===== config.mk =====
export PLATFORM = sky130hd
export DESIGN_NAME = z80_busreq_arbiter
export DESIGN_NICKNAME = d
export VERILOG_FILES = /design/src/rtl/z80_busreq_arbiter.sv
export SDC_FILE = /design/constraint.sdc
export NUM_CORES = 1
export LEC_CHECK = 0
export CAP_MARGIN = 20
export CORE_AREA = 5 5 50 52
export CTS_CLUSTER_DIAMETER = 50
export DETAILED_ROUTE_END_ITERATION = 12
export DIE_AREA = 0 0 55 57
export PLACE_DENSITY_LB_ADDON = 0.25
export SYNTH_ARGS = -nofsm -noshare
export SYNTH_HDL_FRONTEND = slang
export SYNTH_SLANG_ARGS = --single-unit

===== constraint.sdc =====
create_clock -name clk -period 3.56 [get_ports clk]
set_clock_uncertainty 0.2 [all_clocks]
set_input_delay 0.712 -clock clk [delete_from_list [all_inputs] [get_ports clk]]
set_output_delay 0.712 -clock clk [all_outputs]
set_load 0.01 [all_outputs]

===== src/rtl/z80_busreq_arbiter.sv =====
// Z80 BUSREQ/BUSACK arbiter: hands the system bus to one of NREQ external masters
// at a time, round-robin, returning it to the CPU between grants with bounded waits.
module z80_busreq_arbiter #(
    parameter int NREQ        = 2,
    parameter int ACK_TIMEOUT = 64,
    parameter int MAX_HOLD    = 256
) (
    input  logic            clk,
    input  logic            rst,
    input  logic [NREQ-1:0] req,
    output logic [NREQ-1:0] gnt,
    output logic            BUSREQ_L,
    input  logic            BUSACK_L,
    output logic            bus_owned,
    output logic            ack_timeout,
    output logic            grant_expired
);

    localparam int WAIT_W = $clog2(ACK_TIMEOUT) + 1;
    localparam int HOLD_W = $clog2(MAX_HOLD) + 1;
    localparam int IDX_W  = (NREQ > 1) ? $clog2(NREQ) : 1;

    localparam logic [1:0] S_IDLE    = 2'd0;
    localparam logic [1:0] S_REQ     = 2'd1;
    localparam logic [1:0] S_GRANT   = 2'd2;
    localparam logic [1:0] S_RELEASE = 2'd3;

    localparam logic [WAIT_W-1:0] WAIT_LAST = WAIT_W'(ACK_TIMEOUT - 1);
    localparam logic [HOLD_W-1:0] HOLD_LAST = HOLD_W'(MAX_HOLD - 1);
    localparam logic [IDX_W-1:0]  LAST_RST  = IDX_W'(NREQ - 1);
    localparam logic [IDX_W+1:0]  NREQ_W    = (IDX_W + 2)'(NREQ);

    logic [1:0]        state_q, state_d;
    logic [IDX_W-1:0]  last_q, last_d;
    logic [WAIT_W-1:0] wait_q, wait_d;
    logic [HOLD_W-1:0] hold_q, hold_d;
    logic [NREQ-1:0]   gnt_q, gnt_d;
    logic              busreq_l_q, busreq_l_d;
    logic              bus_owned_q;
    logic              ack_timeout_q, ack_timeout_d;
    logic              grant_expired_q, grant_expired_d;

    logic [IDX_W:0]     shamt;
    logic [2*NREQ-1:0]  req_dbl;
    logic [NREQ-1:0]    req_rot;
    logic [IDX_W-1:0]   offset;
    logic [IDX_W+1:0]   win_sum;
    logic [IDX_W-1:0]   winner;

    // Rotate req so bit 0 is the requester just after the last grantee; the lowest
    // set bit of the rotation is then the round-robin winner.
    always_comb begin
        shamt   = {1'b0, last_q} + 1'b1;
        req_dbl = {req, req} >> shamt;
        req_rot = req_dbl[NREQ-1:0];
        offset  = '0;
        for (int i = NREQ - 1; i >= 0; i--) begin
            if (req_rot[i]) offset = IDX_W'(i);
        end
        win_sum = {1'b0, shamt} + (IDX_W + 2)'(offset);
        if (win_sum >= NREQ_W) win_sum = win_sum - NREQ_W;
        winner = win_sum[IDX_W-1:0];
    end

    always_comb begin
        state_d         = state_q;
        last_d          = last_q;
        wait_d          = '0;
        hold_d          = '0;
        ack_timeout_d   = 1'b0;
        grant_expired_d = 1'b0;
        case (state_q)
            S_IDLE: begin
                if (|req) state_d = S_REQ;
            end
            S_REQ: begin
                // An ack in the final allowed cycle still wins over the timeout.
                if (!BUSACK_L) begin
                    if (|req) begin
                        state_d = S_GRANT;
                        last_d  = winner;
                    end else begin
                        state_d = S_RELEASE;
                    end
                end else if (wait_q == WAIT_LAST) begin
                    state_d       = S_RELEASE;
                    ack_timeout_d = 1'b1;
                end else begin
                    wait_d = wait_q + 1'b1;
                end
            end
            S_GRANT: begin
                if (!req[last_q]) begin
                    state_d = S_RELEASE;
                end else if (hold_q == HOLD_LAST) begin
                    state_d         = S_RELEASE;
                    grant_expired_d = 1'b1;
                end else begin
                    hold_d = hold_q + 1'b1;
                end
            end
            S_RELEASE: begin
                if (BUSACK_L) state_d = S_IDLE;
            end
            default: state_d = S_IDLE;
        endcase
        busreq_l_d = !((state_d == S_REQ) || (state_d == S_GRANT));
        gnt_d      = (state_d == S_GRANT) ? (NREQ'(1) << last_d) : '0;
    end

    always_ff @(posedge clk) begin
        if (rst) begin
            state_q         <= S_IDLE;
            last_q          <= LAST_RST;
            wait_q          <= '0;
            hold_q          <= '0;
            gnt_q           <= '0;
            busreq_l_q      <= 1'b1;
            bus_owned_q     <= 1'b0;
            ack_timeout_q   <= 1'b0;
            grant_expired_q <= 1'b0;
        end else begin
            state_q         <= state_d;
            last_q          <= last_d;
            wait_q          <= wait_d;
            hold_q          <= hold_d;
            gnt_q           <= gnt_d;
            busreq_l_q      <= busreq_l_d;
            bus_owned_q     <= |gnt_d;
            ack_timeout_q   <= ack_timeout_d;
            grant_expired_q <= grant_expired_d;
        end
    end

    assign gnt           = gnt_q;
    assign BUSREQ_L      = busreq_l_q;
    assign bus_owned     = bus_owned_q;
    assign ack_timeout   = ack_timeout_q;
    assign grant_expired = grant_expired_q;

endmodule

# Word level (Yosys, flattened, before mapping)

Cells that the tools add are included.
W data, S select, Z words.

Input bits: 5
Register bits: 25
Word-level logic and storage cells: 57
Output and inout port bits: 6

Add/sub/neg operators: 5
Reductions and logical operators: 9
Muxes and demuxes: 19
Eq/ne operators: 7
Order comparisons: 2
Shift operators: 2
Bitwise logic cells: 4

Operators with widths:

| cell                  | count |
|---|---|
| $mux W2               | 7 |
| $mux W1               | 11 |
| $add A9 B1 Y9 const B | 1 |
| $eq A9 B8 Y1 const B  | 1 |
| $pmux W2 S4           | 1 |
| $reduce_or A4 Y1      | 2 |
| $add A7 B1 Y7 const B | 1 |
| $eq A7 B6 Y1 const B  | 1 |
| $eq A2 B2 Y1 const B  | 3 |
| $reduce_or A3 Y1      | 2 |
| $eq A2 B1 Y1 const B  | 2 |
| $not A1 Y1            | 4 |
| $reduce_or A2 Y1      | 2 |
| $shr A4 B2 Y2         | 1 |
| $add A2 B1 Y3         | 1 |
| $ge A3 B2 Y1 const B  | 1 |
| $add A1 B1 Y2 const B | 1 |
| $logic_not A2 Y1      | 1 |
| $lt A1 B2 Y1 const B  | 1 |
| $shl A1 B1 Y2 const A | 1 |
| $logic_not A1 Y1      | 1 |
| $logic_or A1 B1 Y1    | 1 |
| $sub A1 B1 Y1 const B | 1 |

# Longest topological paths before layout

Gate-level depths: netlist of run 1.

Depth after elaboration: 13
Gate-level depth with buffers: 9
Gate-level depth less buffers: 9

# Worst setup path after synthesis of run 1

No wires, ideal clock.

Path type: register to register
Start point: register hold_q[0]
End point: register busreq_l_q, in the netlist BUSREQ_L
Arrival time: 1.742 ns
Stages on the path, launching flop included: 9
Required time: 3.237 ns
Path slack: 1.495 ns
Buffers on the path: 0
Period minus slack after synthesis: 2.065 ns
Library setup time: 0.123 ns
Cell sequence: dfxtp_1 -> ha_1 -> nand3_1 -> nor2_1 -> ha_1 -> nor3_1 -> o32a_1 -> ha_1 -> or2_2

Longest elaborated chain between the ends: 7
Elaborated cells on any way between the ends: 8
Classes of those cells: eq/ne: 3; mux: 3; reduce/logical: 2

RTL lines:

| item                                                | RTL line | text |
|---|---|---|
| start: declaration                                  | 36       | `logic [HOLD_W-1:0] hold_q, hold_d;` |
| start signal: assignment                            | 126      | `hold_q <= hold_d;` |
| $eq A9 B8 Y1 (*)                                    | 95       | `end else if (hold_q == HOLD_LAST) begin` |
| $mux W2 (*)                                         | 95       |  |
| $mux W2 (*)                                         | 93       | `if (!req[last_q]) begin` |
| $pmux W2 S4 (*)                                     | 72       | `case (state_q)` |
| $eq A2 B1 Y1 / $eq A2 B2 Y1 (equally long branches) | 107      | `busreq_l_d = !((state_d == S_REQ) \|\| (state_d == S_GRANT));` |
| $logic_or A1 B1 Y1 (*)                              | 107      |  |
| $logic_not A1 Y1 (*)                                | 107      |  |
| net busreq_l_d                                      | 38       | `logic busreq_l_q, busreq_l_d;` |
| end signal: assignment                              | 128      | `busreq_l_q <= busreq_l_d;` |
| end: declaration                                    | 38       |  |

The timed path passes the listed nets; every way through them passes the cells marked *.
A chain may end at the register's enable or synchronous reset.

# Worst setup path after layout of run 1

Start point: input BUSACK_L
End point: register busreq_l_q, in the netlist BUSREQ_L

Longest elaborated chain between the ends: 5
Elaborated cells on any way between the ends: 7
Classes of those cells: eq/ne: 2; mux: 3; reduce/logical: 2

RTL lines:

| item                                                | RTL line | text |
|---|---|---|
| start: declaration                                  | 13       | `input logic BUSACK_L,` |
| $mux W2, on equally long branches                   | 103, 78  |  |
| $pmux W2 S4 (*)                                     | 72       |  |
| $eq A2 B1 Y1 / $eq A2 B2 Y1 (equally long branches) | 107      |  |
| $logic_or A1 B1 Y1 (*)                              | 107      |  |
| $logic_not A1 Y1 (*)                                | 107      |  |
| net busreq_l_d                                      | 38       |  |

Marked as above.

==> impl_metrics.json, run 1 <==
{
  "arrival_ns": 2.44,
  "p_per_area_nw_per_um2": 382,
  "setup_violations": 0,
  "netlist_area_um2": 1100,
  "yosys.area.top_type": "dfxtp_1",
  "dp_slack_ns": 0.797,
  "rows": 17,
  "initial_core_util_pct": 53.5,
  "grt_setup_unrepaired": "no",
  "hold_class": "flip-flop to flip-flop",
  "clockBufferDepth": 2,
  "slew_violations": 0,
  "grt_pass1_wl_um": 3040,
  "hold_viol": 0,
  "drtIter0Drc": 13,
  "min_period_over_period_pct": 68.3,
  "fp.dieH_um": 57,
  "placed_area_um2": 1210,
  "critPathKind": "input port to flip-flop",
  "core_um2": 2060,
  "hold_depth": 2,
  "yosys-top-cells-count": "25 x dfxtp_1, 8 x nand2_1, 7 x nand3_1, 7 x nor2_1, 6 x nor2b_1",
  "grt.total_usage_pct": 13.1,
  "insertion_delay_ns": 0.30,
  "fin_tns_setup_ns": 0,
  "design_area_um2": 1240,
  "via_per_inst": 5.26,
  "htree_levels": 1,
  "numCtsBuffers": 3,
  "dp_hpwl_um": 1340,
  "status": "finished clean",
  "synth_edf_count": 0,
  "cp-end-kind": "flip-flop",
  "synth_xor_area_share_pct": 4.76,
  "final_nets": 137,
  "syn-num-nets": 126,
  "holdCritStartpoint": "wait_q[6]",
  "gp_congestion": 0.727,
  "crit_top_cell": "nor2b_1",
  "synth_compound_area_share_pct": 11.3,
  "worst-endpoint-required_ns": 3.57,
  "fp.dieW_um": 55,
  "firstDrtPassIters": 4,
  "grt_pass1_vias": 717,
  "async_reset_ff_share_pct": 0,
  "dominantRegCellSynth": "dfxtp_1",
  "drtAntennaViolNets": 0,
  "min_to": "wait_q[6]",
  "ys_top_cells_by_area": "dfxtp_1 45%, ha_1 4.5%, nor2b_1 3.4%",
  "syn_avg_cell_area_um2": 9.44,
  "ys_warn_count": 0,
  "cts_root_buf": "clkbuf_4",
  "port_buffers": 10,
  "io-pin-count": 11,
  "worstReg2RegStart": "hold_q[0]",
  "leakage_uw": 0.000422,
  "ys_seq_area_share_pct": 45.3,
  "drive_gt1_share_pct": 10.2,
  "grt_antenna_before_repair": 0,
  "maxCapViolCount": 0,
  "ys_types": 38,
  "synth_cells": 117,
  "num_vias": 816,
  "fmax_mhz": 411,
  "vdd.ir_drop.worst_mv": 0.251,
  "areaGrowthSynthToFinish_pct": 12.3,
  "reg2reg_depth": 6,
  "cp-start-kind": "input port",
  "grt_max_degree": 14,
  "path_clk_slew_ns": 0.12,
  "synth-seq-cells": 25,
  "synth.most_common_cell": "dfxtp_1",
  "cts_hold_buf": 0,
  "totalWireLength_um": 1830,
  "grt_overflow": 0,
  "finalPower_uw": 474,
  "cp_max_fo": 8,
  "crit_path_max_incr_delay_ns": 0.62,
  "cts_tree": "yes",
  "yosys.area_share.simple_pct": 29.9,
  "fp.dieArea_um2": 3140,
  "clkSinkCount": 25,
  "synth_top_family_by_area": "simple AND/OR/NAND/NOR gates",
  "wl_per_cell_um": 11.8,
  "slew-limit-headroom_pct": 66.0,
  "worst_path_max_delay_cell": "clkdlybuf4s50_1",
  "post-route-drc-count": 0,
  "yosysTopAreaCellShare_pct": 45.3,
  "synth.area.mux_share_pct": 0.906,
  "r2r-end": "hold_q[7]",
  "postCtsResizedCells": 0,
  "synthAdderAreaFrac_pct": 4.53,
  "crit_chain": "clkdlybuf4s50_1, nor2b_1, nor2b_1, o32a_1, ha_1, or2_2",
  "n_antenna_cell": 0,
  "r2r_setup_slack_ns": 1.32,
  "worst_pin_slew_ns": 0.511,
  "postCtsSetupRepairBufs": 0,
  "min_period_ns": 2.43,
  "setup_slack_ns": 1.13
}
==> worst max-delay path by stage <==
stage | start | cells after the start | endpoint
2_1_floorplan | hold_q[0] | 8 | BUSREQ_L
3_3_place_gp | BUSACK_L | 6 | BUSREQ_L
3_5_place_dp | BUSACK_L | 6 | BUSREQ_L
4_1_cts | BUSACK_L | 6 | BUSREQ_L
5_1_grt | BUSACK_L | 6 | BUSREQ_L
6_report | BUSACK_L | 6 | BUSREQ_L
==> power by group <==
part           switching [uW]  internal, uW  total, uW
sequential               9.96           289        298
clock                    76.7          43.7        120
combinational            23.8          31.9       55.7
total                     110           364        474
==> logic make-up (layout without fill, tap and decap cells) <==
kind of cell | Yosys count | count (layout)
AOI/OAI and AO/OA | 18 | 18
xor gates and xnor gates | 6 | 6
adders and majority gates | 4 | 4
buffers and inverters | 7 | 17
DFF | 25 | 25
muxes | 1 | 1
and+or+nand+nor | 56 | 56
==> metrics by stage <==
step           hold slack [ns]  util, %  cells
3_5_place_dp             0.235     58.9    151
6_report                 0.248     60.2    155
2_1_floorplan            0.212        -    117
3_3_place_gp             0.222     58.9    151
5_1_grt                  0.265     60.2    155
4_1_cts                  0.252     60.2    155
==> critical path, delay by kind of cell <==
kind | cells | cell delay (ns)
and+or+nand+nor | 3 | 0.49
adders and majority gates | 1 | 0.28
AOI/OAI and AO/OA | 1 | 0.33
buffers and inverters | 1 | 0.62
==> layer usage <==
layer	track usage (%)	vias to the layer above	wire length, um
met3	5.48	2	47
met1	15.4	379	856
met2	22.1	6	913
met4	2.08	0	14
met5	0	-	0
li1	-	429	-
==> cells in the final DEF (no fill, tap or decap), types with 5 or more instances in the layout <==
| cell type | count |
|---|---|
| dfxtp_1 | 25 |
| clkdlybuf4s50_1 | 10 |
| nand3_1 | 7 |
| nand2_1 | 8 |
| o21ai_0 | 5 |
| nor2_1 | 7 |
| nor2_2 | 5 |
| nor2b_1 | 6 |
==> layout make-up <==
cell class / instances / area, um2
Tap cell: 28 / 35.0
Sequential cell: 25 / 500
Fill cell: 190 / 822
Multi-Input combinational cell: 85 / 568
Timing Repair Buffer: 10 / 100
Inverter: 3 / 11.3
Clock buffer: 4 / 26.3
==> state kept, by name (all words and copies together) (netlist names) <==
signal	count
hold_q	9
wait_q	7
gnt	2
state_q	2
BUSREQ_L	1
ack_timeout	1
bus_owned	1
grant_expired	1
last_q	1
Power figures use the tool's default switching activity.
==> run 2, diff against run 1 <==
--- a/config.mk
+++ b/config.mk
@@ -6,10 +6,10 @@
 export NUM_CORES = 1
 export LEC_CHECK = 0
 export CAP_MARGIN = 20
-export CORE_AREA = 5 5 50 52
+export CORE_AREA = 5 5 52 54
 export CTS_CLUSTER_DIAMETER = 50
 export DETAILED_ROUTE_END_ITERATION = 12
-export DIE_AREA = 0 0 55 57
+export DIE_AREA = 0 0 57 59
 export PLACE_DENSITY_LB_ADDON = 0.25
 export SYNTH_ARGS = -nofsm -noshare
 export SYNTH_HDL_FRONTEND = slang
==> constraint.sdc (replaced) <==
create_clock -name clk -period 2.4 [get_ports clk]
set_clock_uncertainty 0.2 [all_clocks]
set_input_delay 0.48 -clock clk [delete_from_list [all_inputs] [get_ports clk]]
set_output_delay 0.48 -clock clk [all_outputs]
set_load 0.01 [all_outputs]
==> run 2 against run 1 <==
Critical endpoint unchanged. Via count grew 2.0%. Die area grew 7.3%. Critical path type is now flip-flop to flip-flop. Combinational power grew 57%. Largest cell class unchanged. Worst setup slack lost 0.99 ns. Total power grew 50%. Sequential power grew 49%. Clock-buffer cell count is the same. Sequential share of layout area shrank 0.95 points. Clock power grew 51%.
==> impl_metrics.json, run 2 (same netlist as run 1, synthesis figures left out) <==
{
  "status": "finished clean",
  "worst_path_max_delay_cell": "dfxtp_1",
  "dp_hpwl_um": 1430,
  "grt_max_degree": 14,
  "clkSinkCount": 25,
  "stdcell_count": 159,
  "n_antenna_cell": 0,
  "crit_top_cell": "ha_1",
  "drtIter0Drc": 7,
  "hold_viol": 0,
  "grt_pass1_vias": 779,
  "gp_congestion": 0.777,
  "p_sw_share_pct": 23.6,
  "postCtsSetupRepairBufs": 0,
  "largest_reg_flops": 9,
  "layout_common_cells": "25 x dfxtp_1, 10 x clkdlybuf4s50_1, 8 x nand2_1",
  "multi_input_area_um2": 568,
  "cp-end-kind": "flip-flop",
  "final_common_cell": "dfxtp_1",
  "min_period_over_period_pct": 94.1,
  "fp.dieW_um": 57,
  "final_nets": 141,
  "min_period_ns": 2.26,
  "grt.total_usage_pct": 11.9,
  "setup_violations": 0,
  "maxCapViolCount": 0,
  "htree_levels": 1,
  "io-pin-count": 11,
  "drive_gt1_share_pct": 13.0,
  "post-route-util_pct": 58.6,
  "cts_tree": "yes",
  "port_buffers": 10,
  "regArea_um2": 500,
  "p_per_area_nw_per_um2": 560,
  "wl_per_cell_um": 11.8,
  "cts_root_buf": "clkbuf_4",
  "post-route-drc-count": 0,
  "clockBufferDepth": 2,
  "areaGrowthSynthToFinish_pct": 15.1,
  "postCtsResizedCells": 0,
  "insertion_delay_ns": 0.30,
  "via_per_inst": 5.23,
  "combPwrFrac_pct": 12.3,
  "finalPower_uw": 712,
  "firstDrtPassIters": 4,
  "crit_chain": "ha_1, nand3_1, nor2_1, ha_1, nor3_1, o32a_1, ha_1, or2_2",
  "grt_setup_unrepaired": "no",
  "cp-start-kind": "flip-flop",
  "vdd.ir_drop.worst_mv": 0.305,
  "grt_antenna_before_repair": 0,
  "cp_top_family": "adder cells",
  "totalWireLength_um": 1870,
  "fp.dieH_um": 59,
  "path_buf_inv": 0,
  "p_int_uw": 544,
  "critPathKind": "flip-flop to flip-flop",
  "setup_slack_ns": 0.142,
  "worst-endpoint-required_ns": 2.40,
  "grt_overflow": 0,
  "worst_pin_slew_ns": 0.338,
  "clock_power_share_pct": 25.5,
  "num_vias": 832,
  "drtAntennaViolNets": 0,
  "fin_tns_setup_ns": 0,
  "dp_slack_ns": -0.0416,
  "grt_pass1_wl_um": 3230,
  "arrival_ns": 2.26,
  "path_clk_slew_ns": 0.13,
  "fillerInstances": 210,
  "numCtsBuffers": 3,
  "crit_path_max_incr_delay_ns": 0.38,
  "rows": 17,
  "slew_violations": 0,
  "initial_core_util_pct": 50.9,
  "hold_class": "flip-flop to flip-flop",
  "cp_max_fo": 5,
  "slew-limit-headroom_pct": 77.1,
  "dp_cells": 155,
  "reg.largest.list": "hold_q (9), wait_q (7)",
  "top_register": "hold_q",
  "seqPwrFrac_pct": 62.3,
  "fp.dieArea_um2": 3360,
  "fmax_mhz": 443,
  "core_um2": 2170,
  "leakage_uw": 0.000440,
  "cts_hold_buf": 0,
  "switching_power_uw": 168
}
run 2: cell count changes in the layout (fill, tap and decap cells not counted):
cell	delta
buf_4	+4
run 2: tightest hold or removal path, stage by stage, from the launching register on:
cell	delay [ns]
dfxtp_1	0.33
nand2_1	0.05
a21oi_1	0.03
run 2: metal layers:
layer / wire [um] / track usage, % / vias up
met1: 894 / 15.3 / 383
met2: 911 / 19.9 / 6
met4: 20 / 3.97 / 0
li1: - / - / 441
met3: 45 / 2.61 / 2
met5: 0 / 0 / -
run 2: path summary, 6_finish.rpt:
check                           cells after the start  slack, ns        end      start
worst max-delay path                                8       0.14   BUSREQ_L  hold_q[0]
worst min-delay path                                2       0.24  wait_q[6]  wait_q[6]
worst max register to register                      8       0.14   BUSREQ_L  hold_q[0]
worst min register to register                      2       0.24  wait_q[6]  wait_q[6]
run 2: final cells by class:
cell class / count / area share, %
tap: 28 / 2.76
clock buffer: 4 / 2.07
timing repair buffer: 14 / 10.2
sequential: 25 / 39.4
multi-input combinational: 85 / 44.7
inverter: 3 / 0.886
run 2: power groups by stage:
stage	Clock, uW	Sequential [uW]	Combinational [uW]
after floorplan	0	445	61.4
after global placement	0	452	85.9
after detailed placement	0	452	87.6
after CTS	189	443	88.1
after global routing	209	446	97.1
final	181	443	87.3
run 2: metrics by stage:
step           instance area [um2]  hold slack, ns
3_5_place_dp                  1240           0.229
3_3_place_gp                  1240           0.221
5_1_grt                       1270           0.273
4_1_cts                       1270           0.248
2_1_floorplan                 1100           0.212
6_report                      1270           0.244
==> run 3, diff against run 2 <==
--- a/config.mk
+++ b/config.mk
@@ -11,6 +11,7 @@
 export DETAILED_ROUTE_END_ITERATION = 12
 export DIE_AREA = 0 0 57 59
 export PLACE_DENSITY_LB_ADDON = 0.25
+export SKIP_CTS_REPAIR_TIMING = 1
 export SYNTH_ARGS = -nofsm -noshare
 export SYNTH_HDL_FRONTEND = slang
 export SYNTH_SLANG_ARGS = --single-unit
==> results of run 3 <==
Same layout as run 2: the final DEF is identical, and so are final timing and power.
